--- config.mk ---
export PLATFORM = sky130hd
export DESIGN_NAME = hazard_scoreboard_flat
export DESIGN_NICKNAME = d
export VERILOG_FILES = /design/src/rtl/hazard_scoreboard_pkg.sv /design/src/rtl/hazard_scoreboard_if.sv /design/src/rtl/hazard_scoreboard_match.sv /design/src/rtl/hazard_scoreboard.sv /design/src/flat_wrapper.sv
export SDC_FILE = /design/constraint.sdc
export NUM_CORES = 1
export LEC_CHECK = 0
export BUFFER_PORTS_ARGS = -buffer_cell sky130_fd_sc_hd__buf_2
export CAP_MARGIN = 20
export CORE_MARGIN = 4
export CORE_UTILIZATION = 49
export DETAILED_ROUTE_END_ITERATION = 6
export GPL_TIMING_DRIVEN = 0
export PLACE_DENSITY = 0.75
export SYNTH_ARGS = -nofsm -noshare
export SYNTH_HDL_FRONTEND = slang
export SYNTH_SLANG_ARGS = --single-unit
--- constraint.sdc ---
create_clock -name clk -period 1.9 [get_ports clk]
set_input_delay 0 -clock clk [delete_from_list [all_inputs] [get_ports clk]]
set_output_delay 0 -clock clk [all_outputs]
set_load 0.005 [all_outputs]
--- src/rtl/hazard_scoreboard_pkg.sv ---
// Shared constants, entry record and helper for the hazard scoreboard.
//   REG_W / DEPTH : default register-number width and tracked pipeline depth
//   REG_*         : named architectural register numbers
//   sb_entry_t    : one in-flight destination record
//   fwd_sel_w()   : width of a forwarding select for a given depth
package hazard_scoreboard_pkg;

    localparam int unsigned REG_W = 6;
    localparam int unsigned DEPTH = 3;

    localparam logic [REG_W-1:0] REG_ZERO = REG_W'(0);
    localparam logic [REG_W-1:0] REG_V0   = REG_W'(2);
    localparam logic [REG_W-1:0] REG_A0   = REG_W'(4);
    localparam logic [REG_W-1:0] REG_RA   = REG_W'(31);
    localparam logic [REG_W-1:0] REG_HILO = REG_W'(33);

    typedef struct packed {
        logic             valid;
        logic [REG_W-1:0] dest;
        logic             is_load;
    } sb_entry_t;

    // 0 selects the register file, k+1 selects entry k.
    function automatic int unsigned fwd_sel_w(input int unsigned depth);
        return $clog2(depth + 1);
    endfunction

endpackage

--- src/rtl/hazard_scoreboard_if.sv ---
// ID-stage request / hazard response bundle.
//   hold, id_valid, id_flush, id_rr1, id_rr2, id_wr, id_is_load : from the pipeline
//   stall, fwd_sel1, fwd_sel2, stall_cnt                         : from the scoreboard
// master = pipeline side, slave = scoreboard side.
interface hazard_scoreboard_if
    import hazard_scoreboard_pkg::*;
#(
    parameter int unsigned DEPTH = hazard_scoreboard_pkg::DEPTH,
    parameter int unsigned CNT_W = 32
);
    localparam int unsigned SEL_W = fwd_sel_w(DEPTH);

    logic             hold;
    logic             id_valid;
    logic             id_flush;
    logic [REG_W-1:0] id_rr1;
    logic [REG_W-1:0] id_rr2;
    logic [REG_W-1:0] id_wr;
    logic             id_is_load;
    logic             stall;
    logic [SEL_W-1:0] fwd_sel1;
    logic [SEL_W-1:0] fwd_sel2;
    logic [CNT_W-1:0] stall_cnt;

    modport master (
        output hold, id_valid, id_flush, id_rr1, id_rr2, id_wr, id_is_load,
        input  stall, fwd_sel1, fwd_sel2, stall_cnt
    );

    modport slave (
        input  hold, id_valid, id_flush, id_rr1, id_rr2, id_wr, id_is_load,
        output stall, fwd_sel1, fwd_sel2, stall_cnt
    );

endinterface

--- src/rtl/hazard_scoreboard_match.sv ---
// Per-read-port lookup: finds the youngest in-flight producer of rr.
//   entries  : scoreboard contents, entry 0 = EX (youngest)
//   rr       : source register number (0 = none)
//   fwd_sel  : 0 = register file, k+1 = forward from entry k
//   ready    : winning producer can supply data now (1 when no match)
module hazard_match
    import hazard_scoreboard_pkg::*;
#(
    parameter int unsigned DEPTH      = hazard_scoreboard_pkg::DEPTH,
    parameter int unsigned LOAD_READY = 1,
    localparam int unsigned SEL_W     = fwd_sel_w(DEPTH)
) (
    input  sb_entry_t [DEPTH-1:0] entries,
    input  logic [REG_W-1:0]      rr,
    output logic [SEL_W-1:0]      fwd_sel,
    output logic                  ready
);

    // Scan oldest to youngest so the youngest match is the last one written.
    always_comb begin
        fwd_sel = '0;
        ready   = 1'b1;
        for (int k = int'(DEPTH) - 1; k >= 0; k--) begin
            if (entries[k].valid && (entries[k].dest == rr) && (rr != REG_ZERO)) begin
                fwd_sel = SEL_W'(k + 1);
                ready   = !entries[k].is_load || (k >= int'(LOAD_READY));
            end
        end
    end

endmodule

--- src/rtl/hazard_scoreboard.sv ---
// In-flight destination tracker producing forwarding selects and load-use stalls.
//   clk, rst_n : pipeline clock, asynchronous active-low reset
//   sb         : ID-stage request in, stall / fwd_sel1 / fwd_sel2 / stall_cnt out
// stall and fwd_sel* are combinational from the entries and the ID request.
module hazard_scoreboard
    import hazard_scoreboard_pkg::*;
#(
    parameter int unsigned DEPTH      = hazard_scoreboard_pkg::DEPTH,
    parameter int unsigned LOAD_READY = 1,
    parameter int unsigned CNT_W      = 32,
    localparam int unsigned SEL_W     = fwd_sel_w(DEPTH)
) (
    input logic               clk,
    input logic               rst_n,
    hazard_scoreboard_if.slave sb
);

    sb_entry_t [DEPTH-1:0] entries;
    sb_entry_t [DEPTH-1:0] entries_nxt;
    logic [CNT_W-1:0]      cnt;
    logic [CNT_W-1:0]      cnt_nxt;
    logic [SEL_W-1:0]      sel1;
    logic [SEL_W-1:0]      sel2;
    logic                  ready1;
    logic                  ready2;
    logic                  stall_c;
    logic                  issue_c;

    hazard_match #(.DEPTH(DEPTH), .LOAD_READY(LOAD_READY)) u_match1 (
        .entries (entries),
        .rr      (sb.id_rr1),
        .fwd_sel (sel1),
        .ready   (ready1)
    );

    hazard_match #(.DEPTH(DEPTH), .LOAD_READY(LOAD_READY)) u_match2 (
        .entries (entries),
        .rr      (sb.id_rr2),
        .fwd_sel (sel2),
        .ready   (ready2)
    );

    // A flushed instruction never stalls; it simply becomes a bubble.
    assign stall_c = sb.id_valid & ~sb.id_flush & (~ready1 | ~ready2);
    assign issue_c = sb.id_valid & ~sb.id_flush & ~stall_c & (sb.id_wr != REG_ZERO);

    assign sb.stall     = stall_c;
    assign sb.fwd_sel1  = sel1;
    assign sb.fwd_sel2  = sel2;
    assign sb.stall_cnt = cnt;

    // Shift the pipeline record; entry 0 gets the issuing instruction or a bubble.
    always_comb begin
        entries_nxt = entries;
        cnt_nxt     = cnt;
        if (!sb.hold) begin
            for (int k = int'(DEPTH) - 1; k >= 1; k--) begin
                entries_nxt[k] = entries[k-1];
            end
            entries_nxt[0] = '0;
            if (issue_c) begin
                entries_nxt[0] = '{valid: 1'b1, dest: sb.id_wr, is_load: sb.id_is_load};
            end
            if (stall_c && (cnt != '1)) begin
                cnt_nxt = cnt + CNT_W'(1);
            end
        end
    end

    always_ff @(posedge clk or negedge rst_n) begin
        if (!rst_n) begin
            entries <= '0;
            cnt     <= '0;
        end else begin
            entries <= entries_nxt;
            cnt     <= cnt_nxt;
        end
    end

endmodule

--- src/flat_wrapper.sv ---
// flat-port wrapper written by rule: the top's interface ports become plain ports
module hazard_scoreboard_flat import hazard_scoreboard_pkg::*;
#(
    parameter int unsigned DEPTH      = hazard_scoreboard_pkg::DEPTH,
    parameter int unsigned LOAD_READY = 1,
    parameter int unsigned CNT_W      = 32,
    localparam int unsigned SEL_W     = fwd_sel_w(DEPTH)
)
  (clk, rst_n, sb_hold, sb_id_valid, sb_id_flush, sb_id_rr1, sb_id_rr2, sb_id_wr, sb_id_is_load, sb_stall, sb_fwd_sel1, sb_fwd_sel2, sb_stall_cnt);
  hazard_scoreboard_if #(.DEPTH(DEPTH), .CNT_W(CNT_W)) sb_i ();
  input logic clk;
  input logic rst_n;
  input wire logic [$bits(sb_i.hold)-1:0] sb_hold;
  input wire logic [$bits(sb_i.id_valid)-1:0] sb_id_valid;
  input wire logic [$bits(sb_i.id_flush)-1:0] sb_id_flush;
  input wire logic [$bits(sb_i.id_rr1)-1:0] sb_id_rr1;
  input wire logic [$bits(sb_i.id_rr2)-1:0] sb_id_rr2;
  input wire logic [$bits(sb_i.id_wr)-1:0] sb_id_wr;
  input wire logic [$bits(sb_i.id_is_load)-1:0] sb_id_is_load;
  output wire logic [$bits(sb_i.stall)-1:0] sb_stall;
  output wire logic [$bits(sb_i.fwd_sel1)-1:0] sb_fwd_sel1;
  output wire logic [$bits(sb_i.fwd_sel2)-1:0] sb_fwd_sel2;
  output wire logic [$bits(sb_i.stall_cnt)-1:0] sb_stall_cnt;
  assign sb_i.hold = sb_hold;
  assign sb_i.id_valid = sb_id_valid;
  assign sb_i.id_flush = sb_id_flush;
  assign sb_i.id_rr1 = sb_id_rr1;
  assign sb_i.id_rr2 = sb_id_rr2;
  assign sb_i.id_wr = sb_id_wr;
  assign sb_i.id_is_load = sb_id_is_load;
  assign sb_stall = sb_i.stall;
  assign sb_fwd_sel1 = sb_i.fwd_sel1;
  assign sb_fwd_sel2 = sb_i.fwd_sel2;
  assign sb_stall_cnt = sb_i.stall_cnt;
  hazard_scoreboard #(.DEPTH(DEPTH), .LOAD_READY(LOAD_READY), .CNT_W(CNT_W)) u_core (.clk(clk), .rst_n(rst_n), .sb(sb_i));
endmodule
==> qor_table.md, run 1 <==
| Item | Value |
| --- | --- |
| Outcome | complete, but fails checks |
| Failing checks | setup timing |
| Unrepaired setup endpoints after global routing | yes |
| TritonCTS buffer count | 5 |
| Critical path launch point type | flop |
| Syn-to-layout area delta | 34.26% |
| Critical Path Max Stage Delay | 0.46 ns |
| I/O Pins | 61 |
| F_max | 488.2 MHz |
| Clk_lat worst skew | 0.31 ns |
| Routed vias | 2436 |
| Initial standard-cell utilization of the core | 51.58% |
| Commonest non-fill, non-tap cell in the layout | buf_2 |
| Count of buffers inserted at the top-level ports | 59 |
| Count of unique library cells instantiated by Yosys | 36 |
| Pwr dens | 569.0 mW/mm^2 |
| Maximum level of the CTS H-tree | 2 |
| Hold slack | 0.1195 ns |
| Sequential-to-total area share from yosys stat | 46.71% |
| Static Leakage | 1.917 nW |
| Final layout net count | 393 |
| Die span in x | 84.84 um |
| Cells after synthesis | 268 |
| Post-detailed-route via-to-cell ratio | 5.524 |
| Avg Synthesized Cell Area | 10.79 um^2 |
| Vias in the first global route | 2405 |
| Register Area | 0.001358 mm^2 |
| EDFF count, synth | 0 |
| Footprint of the multi-input gates | 0.001662 mm^2 |
| Setup clock skew after layout | 0.01285 ns |
| Pin count of the biggest net entering global routing | 42 |
| Die area | 0.007197 mm^2 |
| DR iter-0 viols | 100 |
| Total of endpoints with negative setup slack in the final report | 30 |
| Most used cells in the layout excluding fill and tap cells | buf_2, dfrtp_1, xnor2_1, xor2_1, buf_4 |
| Antenna violations before repair | 0 |
| Master of the slowest instance on the critical path | dfrtp_1 |
| Average detailed-routed wire length per instance | 16.82 um |
| Share of the synthesized area in the top cell type | 46.71% |
| Number of sinks handled by clock tree synthesis | 54 |
| Cells taking the most area after synthesis | dfrtp_1, xnor2_1, xor2_1, mux2_2, nand4_1 |
| Worst Max-Slew Pin Slew | 0.5891 ns |
| Drt total wl | 7.419 mm |
| Clk pin slew, worst setup/hold paths | 0.09 ns |
| Detailed-router iteration count before antenna repair | 4 |
| Setup total negative slack | -2.634 ns |
| Tmin final | 2.048 ns |
| Highest net fanout along the worst path | 5 |
| DRC viols | 0 |
| Number of max-slew violations in the final report | 0 |
| Data required time of the critical path | 2.09 ns |
| Warnings from Yosys | 0 |
| Category of the most critical setup path | flop to flop |
| Core box area | 0.005608 mm^2 |
| Critical path data arrival time | 2.24 ns |
| Global-route wire length before repair | 11.72 mm |
| # Max-Cap Violations | 0 |
| Clock tree from TritonCTS | done |
| Category of the worst setup path capture point | flop |
| Flop and latch count out of synthesis | 54 |
| Layout cell share with drive strength beyond 1 | 39.57% |
| Weighted congestion reported at the end of routability-driven placement | 0.8419 |
| Maximum buffer depth of the clock tree | 2 |
| CP Cell Sequence | nand4_1 > nor4_4 > nand3_2 > o2111a_1 > buf_4 > mux2_2 |
| Relative slew slack | 60.73% |
| Final worst-path cycle share | 107.8% |
| Total GRT Usage | 20.23% |
| Filler Cells Inserted | 425 |
| Path type of the worst min-delay path | primary input to async pin |
| Buffer cell driving the clock tree root | clkbuf_8 |
| Row count | 27 |
| Final critical-path setup slack | -0.1485 ns |
| HPWL after detailed placement | 4.875 mm |
| Endpoints failing hold | 0 |
| Number of nets with antenna violations after routing | 0 |
| Number of non-filler instances in the completed layout | 441 |
| Max IR drop VDD | 0.0005314 V |
| Worst setup slack before clock tree synthesis | -0.3329 ns |
| Post-Synthesis Cell Area | 0.002893 mm^2 |
| Core occupancy in the finished layout | 69.25% |
| Vertical die dimension | 84.84 um |
| Post-synth ARST share | 100.0% |
| Flip-flop cell with the highest count after synthesis | dfrtp_1 |
| Count of placed standard cells including taps | 400 |
| ANT cells | 0 |
| Most area-hungry cell type in the Yosys netlist | dfrtp_1 |
| GR Overflow Total | 0 |
| Post-Syn Nets | 293 |
[per-stage QoR]
stage	power [W]	cell area (um^2)
final	0.002210	3884
after CTS	0.002218	3737
after global routing	0.002313	3884
after floorplan	0.001387	2895
after detailed placement	0.001495	3301
after global placement	0.001482	3281
[routing by layer]
layer / track usage, % / part of all wire (%) / vias up
met4: 6.187 / 1.5 / 0
met3: 3.107 / 4.8 / 11
met2: 32.10 / 49 / 67
met1: 28.78 / 44 / 1200
li1: - / - / 1158
met5: 0 / 0 / -
[cells by family (layout without fill, tap and decap cells)]
family,after synthesis,count (layout),synth area share (%)
AOI/OAI and AO/OA,19,19,5.493
xor gates and xnor gates,67,67,20.29
adders and majority gates,1,1,0.4325
buffers and inverters,12,113,1.687
DFF,54,54,46.71
muxes,15,15,5.839
and+or+nand+nor,100,100,19.55
[Yosys cell counts (5+ instances only)]
master and number:
dfrtp_1 54, xor2_1 21, inv_1 5, a22o_1 7, nand4_1 17, mux2_2 15, nand2_1 15, and3_1 6
xnor2_1 46, nor2_1 21, nor3_1 8, nand3_1 14
[worst max-delay path, delay by kind of cell (launching register included)]
kind                   cells  cell delay (ns)
muxes                      1             0.25
DFF                        1             0.46
buffers and inverters      1             0.15
AOI/OAI and AO/OA          1             0.22
and+or+nand+nor            3             0.84
[state kept, by name, indices dropped and copies added, names as in the netlist]
| name | cells |
|---|---|
| u_core.sb.stall_cnt | 32 |
| u_core.entries | 22 |
[timing repair]
item | CTS | global route
cloned | 0 | 1
setup endpoints to repair | 41 | 42
hold buffers | 8 | 0
buffers inserted | 16 | 9
pin swaps | 13 | 11
hold endpoints to repair | 61 | 0
gates resized for setup | 31 | 18
[path summary, 6_finish.rpt]
check / from / to / slack, ns / cells past startpoint
max in group asynchronous: rst_n / u_core.sb.stall_cnt[13] / 1.25 / 3
max reg2reg: u_core.sb.stall_cnt[9] / u_core.sb.stall_cnt[1] / -0.15 / 6
min in group clk: sb_hold / u_core.entries[10] / 0.23 / 2
min reg2reg: u_core.sb.stall_cnt[21] / u_core.sb.stall_cnt[21] / 0.49 / 1
max: u_core.sb.stall_cnt[9] / u_core.sb.stall_cnt[1] / -0.15 / 6
min: rst_n / u_core.entries[6] / 0.12 / 2
[where the power goes]
part | internal, W | leakage, nW | switching (W)
logic | 0.000143 | 1.14 | 0.000126
clock network | 0.000334 | 0.0544 | 0.000371
registers | 0.00119 | 0.724 | 0.0000491
total | 0.00166 | 1.92 | 0.000546
[layout make-up]
| cell class | instances | share of cell area (%) |
|---|---|---|
| clock buffer | 7 | 2.481 |
| inverter | 5 | 0.4832 |
| tap | 72 | 2.320 |
| buffer | 6 | 0.9665 |
| clock inverter | 1 | 0.2255 |
| multi-input combinational | 202 | 42.78 |
| sequential | 54 | 34.95 |
| timing repair buffer | 94 | 15.79 |
No activity file was read; power rests on OpenSTA's default activity.
==> run 2, diff against run 1 <==
--- a/config.mk
+++ b/config.mk
@@ -6,12 +6,13 @@
 export NUM_CORES = 1
 export LEC_CHECK = 0
 export BUFFER_PORTS_ARGS = -buffer_cell sky130_fd_sc_hd__buf_2
-export CAP_MARGIN = 20
+export CAP_MARGIN = 10
 export CORE_MARGIN = 4
 export CORE_UTILIZATION = 49
 export DETAILED_ROUTE_END_ITERATION = 6
 export GPL_TIMING_DRIVEN = 0
 export PLACE_DENSITY = 0.75
+export REMOVE_ABC_BUFFERS = 1
 export SYNTH_ARGS = -nofsm -noshare
 export SYNTH_HDL_FRONTEND = slang
 export SYNTH_SLANG_ARGS = --single-unit
==> run 2 against run 1 <==
- the flow still finishes with violations (setup timing)
- highest routed layer unchanged
- register-to-register slack lost 0.04 ns
- cell count grew 1.6%
- clock skew shrank 0.0041 ns
- hold slack lost 0.0023 ns
- clock power shrank 9.1%
- critical endpoint is now u_core.sb.stall_cnt[30]
- die area is the same
- largest cell class unchanged
- wire length shrank 0.54%
- clock-buffer cell count shrank 1
==> qor_table.md, run 2 (synthesis gave the netlist of run 1 again) <==
| Item | Value | Delta |
| --- | --- | --- |
| Outcome | complete, but fails checks |  |
| Failing checks | setup timing |  |
| Data required time of the critical path | 2.13 ns | +0.04 ns |
| Path type of the worst min-delay path | primary input to async pin |  |
| ANT cells | 0 | unchanged |
| Max IR drop VDD | 0.0004850 V | -8.7% |
| Number of sinks handled by clock tree synthesis | 54 | unchanged |
| Number of max-slew violations in the final report | 0 | unchanged |
| Setup clock skew after layout | 0.008799 ns | -0.004053 ns |
| Maximum level of the CTS H-tree | 2 | unchanged |
| Capturing instance or port of the critical path | u_core.sb.stall_cnt[30] |  |
| DRC viols | 0 | unchanged |
| Antenna violations before repair | 0 | unchanged |
| TritonCTS buffer count | 5 | unchanged |
| Worst Max-Slew Pin Slew | 0.5440 ns | -0.04504 ns |
| Startpoint of the worst register-to-register path | u_core.sb.stall_cnt[0] |  |
| Routed vias | 2491 | +2.3% |
| Clk_lat worst skew | 0.31 ns | about the same |
| CP Cell Sequence | ha_2 > nand4_1 > nor4_4 > nor4bb_1 > o211ai_1 > nor3_1 > xor2_1 |  |
| Drt total wl | 7.379 mm | -0.54% |
| Syn-to-layout area delta | 37.50% |  |
| Worst setup path start | u_core.sb.stall_cnt[0] |  |
| HPWL after detailed placement | 4.693 mm | -3.7% |
| I/O Pins | 61 | unchanged |
| Max FFs per register | 32 | unchanged |
| Category of the worst setup path capture point | flop |  |
| Weighted congestion reported at the end of routability-driven placement | 0.8482 | +0.75% |
| F_max | 478.3 MHz | -2.0% |
| Clock tree from TritonCTS | done |  |
| Master of the slowest instance on the critical path | dfrtp_1 |  |
| Buffer cell driving the clock tree root | clkbuf_8 |  |
| # Max-Cap Violations | 0 | unchanged |
| Die span in x | 84.84 um | unchanged |
| Maximum buffer depth of the clock tree | 2 | unchanged |
| Critical Path Max Stage Delay | 0.38 ns | -0.08 ns |
| Clk pin slew, worst setup/hold paths | 0.10 ns | about the same |
| Total GRT Usage | 19.63% | -0.61 points |
| Internal reg-to-reg setup slack | -0.19 ns | -0.04 ns |
| Critical path launch point type | flop |  |
| Pwr dens | 540.3 mW/mm^2 | -5.1% |
| Critical path data arrival time | 2.32 ns | +0.08 ns |
| Core occupancy in the finished layout | 70.93% | +1.7 points |
| Setup total negative slack | -1.163 ns | +1.471 ns |
| Total of endpoints with negative setup slack in the final report | 18 | -40% |
| Layout cell share with drive strength beyond 1 | 45.21% | +5.6 points |
| Highest net fanout along the worst path | 5 | unchanged |
| Global-route wire length before repair | 11.40 mm | -2.7% |
| Worst flop-to-flop path endpoint | u_core.sb.stall_cnt[30] |  |
| Depth of the most critical reg-to-reg path | 7 | +1 |
| Relative slew slack | 63.73% | +3.0 points |
| Vertical die dimension | 84.84 um | unchanged |
| Number of nets with antenna violations after routing | 0 | unchanged |
| Detailed-router iteration count before antenna repair | 4 | unchanged |
| GR Overflow Total | 0 | unchanged |
| Commonest non-fill, non-tap cell in the layout | buf_2 |  |
| Average detailed-routed wire length per instance | 16.47 um | -2.1% |
| Final critical-path setup slack | -0.1906 ns | -0.04211 ns |
| Count of buffers inserted at the top-level ports | 60 | +1.7% |
| Die area | 0.007197 mm^2 | unchanged |
| Most used cells in the layout excluding fill and tap cells | buf_2, dfrtp_1, xnor2_1, buf_4, xor2_1 |  |
| Tmin final | 2.091 ns | +0.04211 ns |
| Final worst-path cycle share | 110.0% | +2.2 points |
| Combined buffer and inverter count along the critical path | 0 | -1 |
| Final layout net count | 400 | +1.8% |
| Static Leakage | 1.930 nW | +0.70% |
| Initial standard-cell utilization of the core | 51.58% | unchanged |
| Category of the most critical setup path | flop to flop |  |
| Unrepaired setup endpoints after global routing | yes |  |
| Core box area | 0.005608 mm^2 | unchanged |
| Row count | 27 | unchanged |
| Post-detailed-route via-to-cell ratio | 5.560 | +0.66% |
| Largest delay share family, worst path | simple AND/OR/NAND/NOR gates |  |
| Pin count of the biggest net entering global routing | 55 | +31% |
| DR iter-0 viols | 138 | +38% |
| Endpoints failing hold | 0 | unchanged |
| Logic depth of the worst setup path including buffers | 7 | +1 |
| Vias in the first global route | 2457 | +2.2% |
run 2: repair_timing:
item	4_1_cts	5_1_grt
setup endpoints to repair	41	43
hold buffers	8	0
pin swaps	16	26
setup buffers	20	17
hold endpoints to repair	61	0
resized for setup	17	46
gates cloned	0	1
run 2: area by class of cell:
cell class	count	area, um^2
Tap cell	72	90.09
Multi-Input combinational cell	203	1722
Inverter	5	18.77
Clock inverter	2	13.76
Sequential cell	54	1360
Fill cell	414	1630
Clock buffer	6	72.57
Timing Repair Buffer	106	700.7
run 2: metrics by stage:
stage | area [um^2] | hold WS (ns) | power [W] | std cells | setup WS, ns
2_1_floorplan | 2863 | -0.2956 | 0.001379 | 261 | -0.04981
3_3_place_gp | 3253 | 0.2326 | 0.001478 | 393 | -0.3243
3_5_place_dp | 3253 | 0.2387 | 0.001485 | 393 | -0.3383
4_1_cts | 3628 | 0.2677 | 0.002139 | 429 | -0.1923
5_1_grt | 3978 | 0.1389 | 0.002235 | 448 | -0.3752
6_report | 3978 | 0.1172 | 0.002149 | 448 | -0.1906
run 2: how the worst min path moves through the flow:
stage / startpoint / end / slack, ns / cells past startpoint
after floorplan: rst_n / u_core.entries[0] / -0.30 / 0
after global placement: sb_id_wr[5] / u_core.entries[6] / 0.23 / 2
after detailed placement: sb_id_wr[1] / u_core.entries[2] / 0.24 / 2
after CTS: sb_id_flush / u_core.entries[3] / 0.27 / 3
after global routing: rst_n / u_core.sb.stall_cnt[5] / 0.14 / 2
final: rst_n / u_core.sb.stall_cnt[5] / 0.12 / 2
run 2: per-layer routing:
layer	vias up	wire length (um)	global-route usage [%]	share of wire, %
met5	-	0	0	0
li1	1172	-	-	-
met1	1234	3157	25.72	43
met4	0	194	7.482	2.6
met3	17	339	4.951	4.6
met2	68	3687	31.46	50
run 2: where the power goes:
| group | total [W] | switching, W | internal, W |
|---|---|---|---|
| logic | 0.000273 | 0.000124 | 0.000148 |
| registers | 0.00124 | 0.0000487 | 0.00119 |
| clock network | 0.000641 | 0.000380 | 0.000261 |
| total | 0.00215 | 0.000553 | 0.00160 |
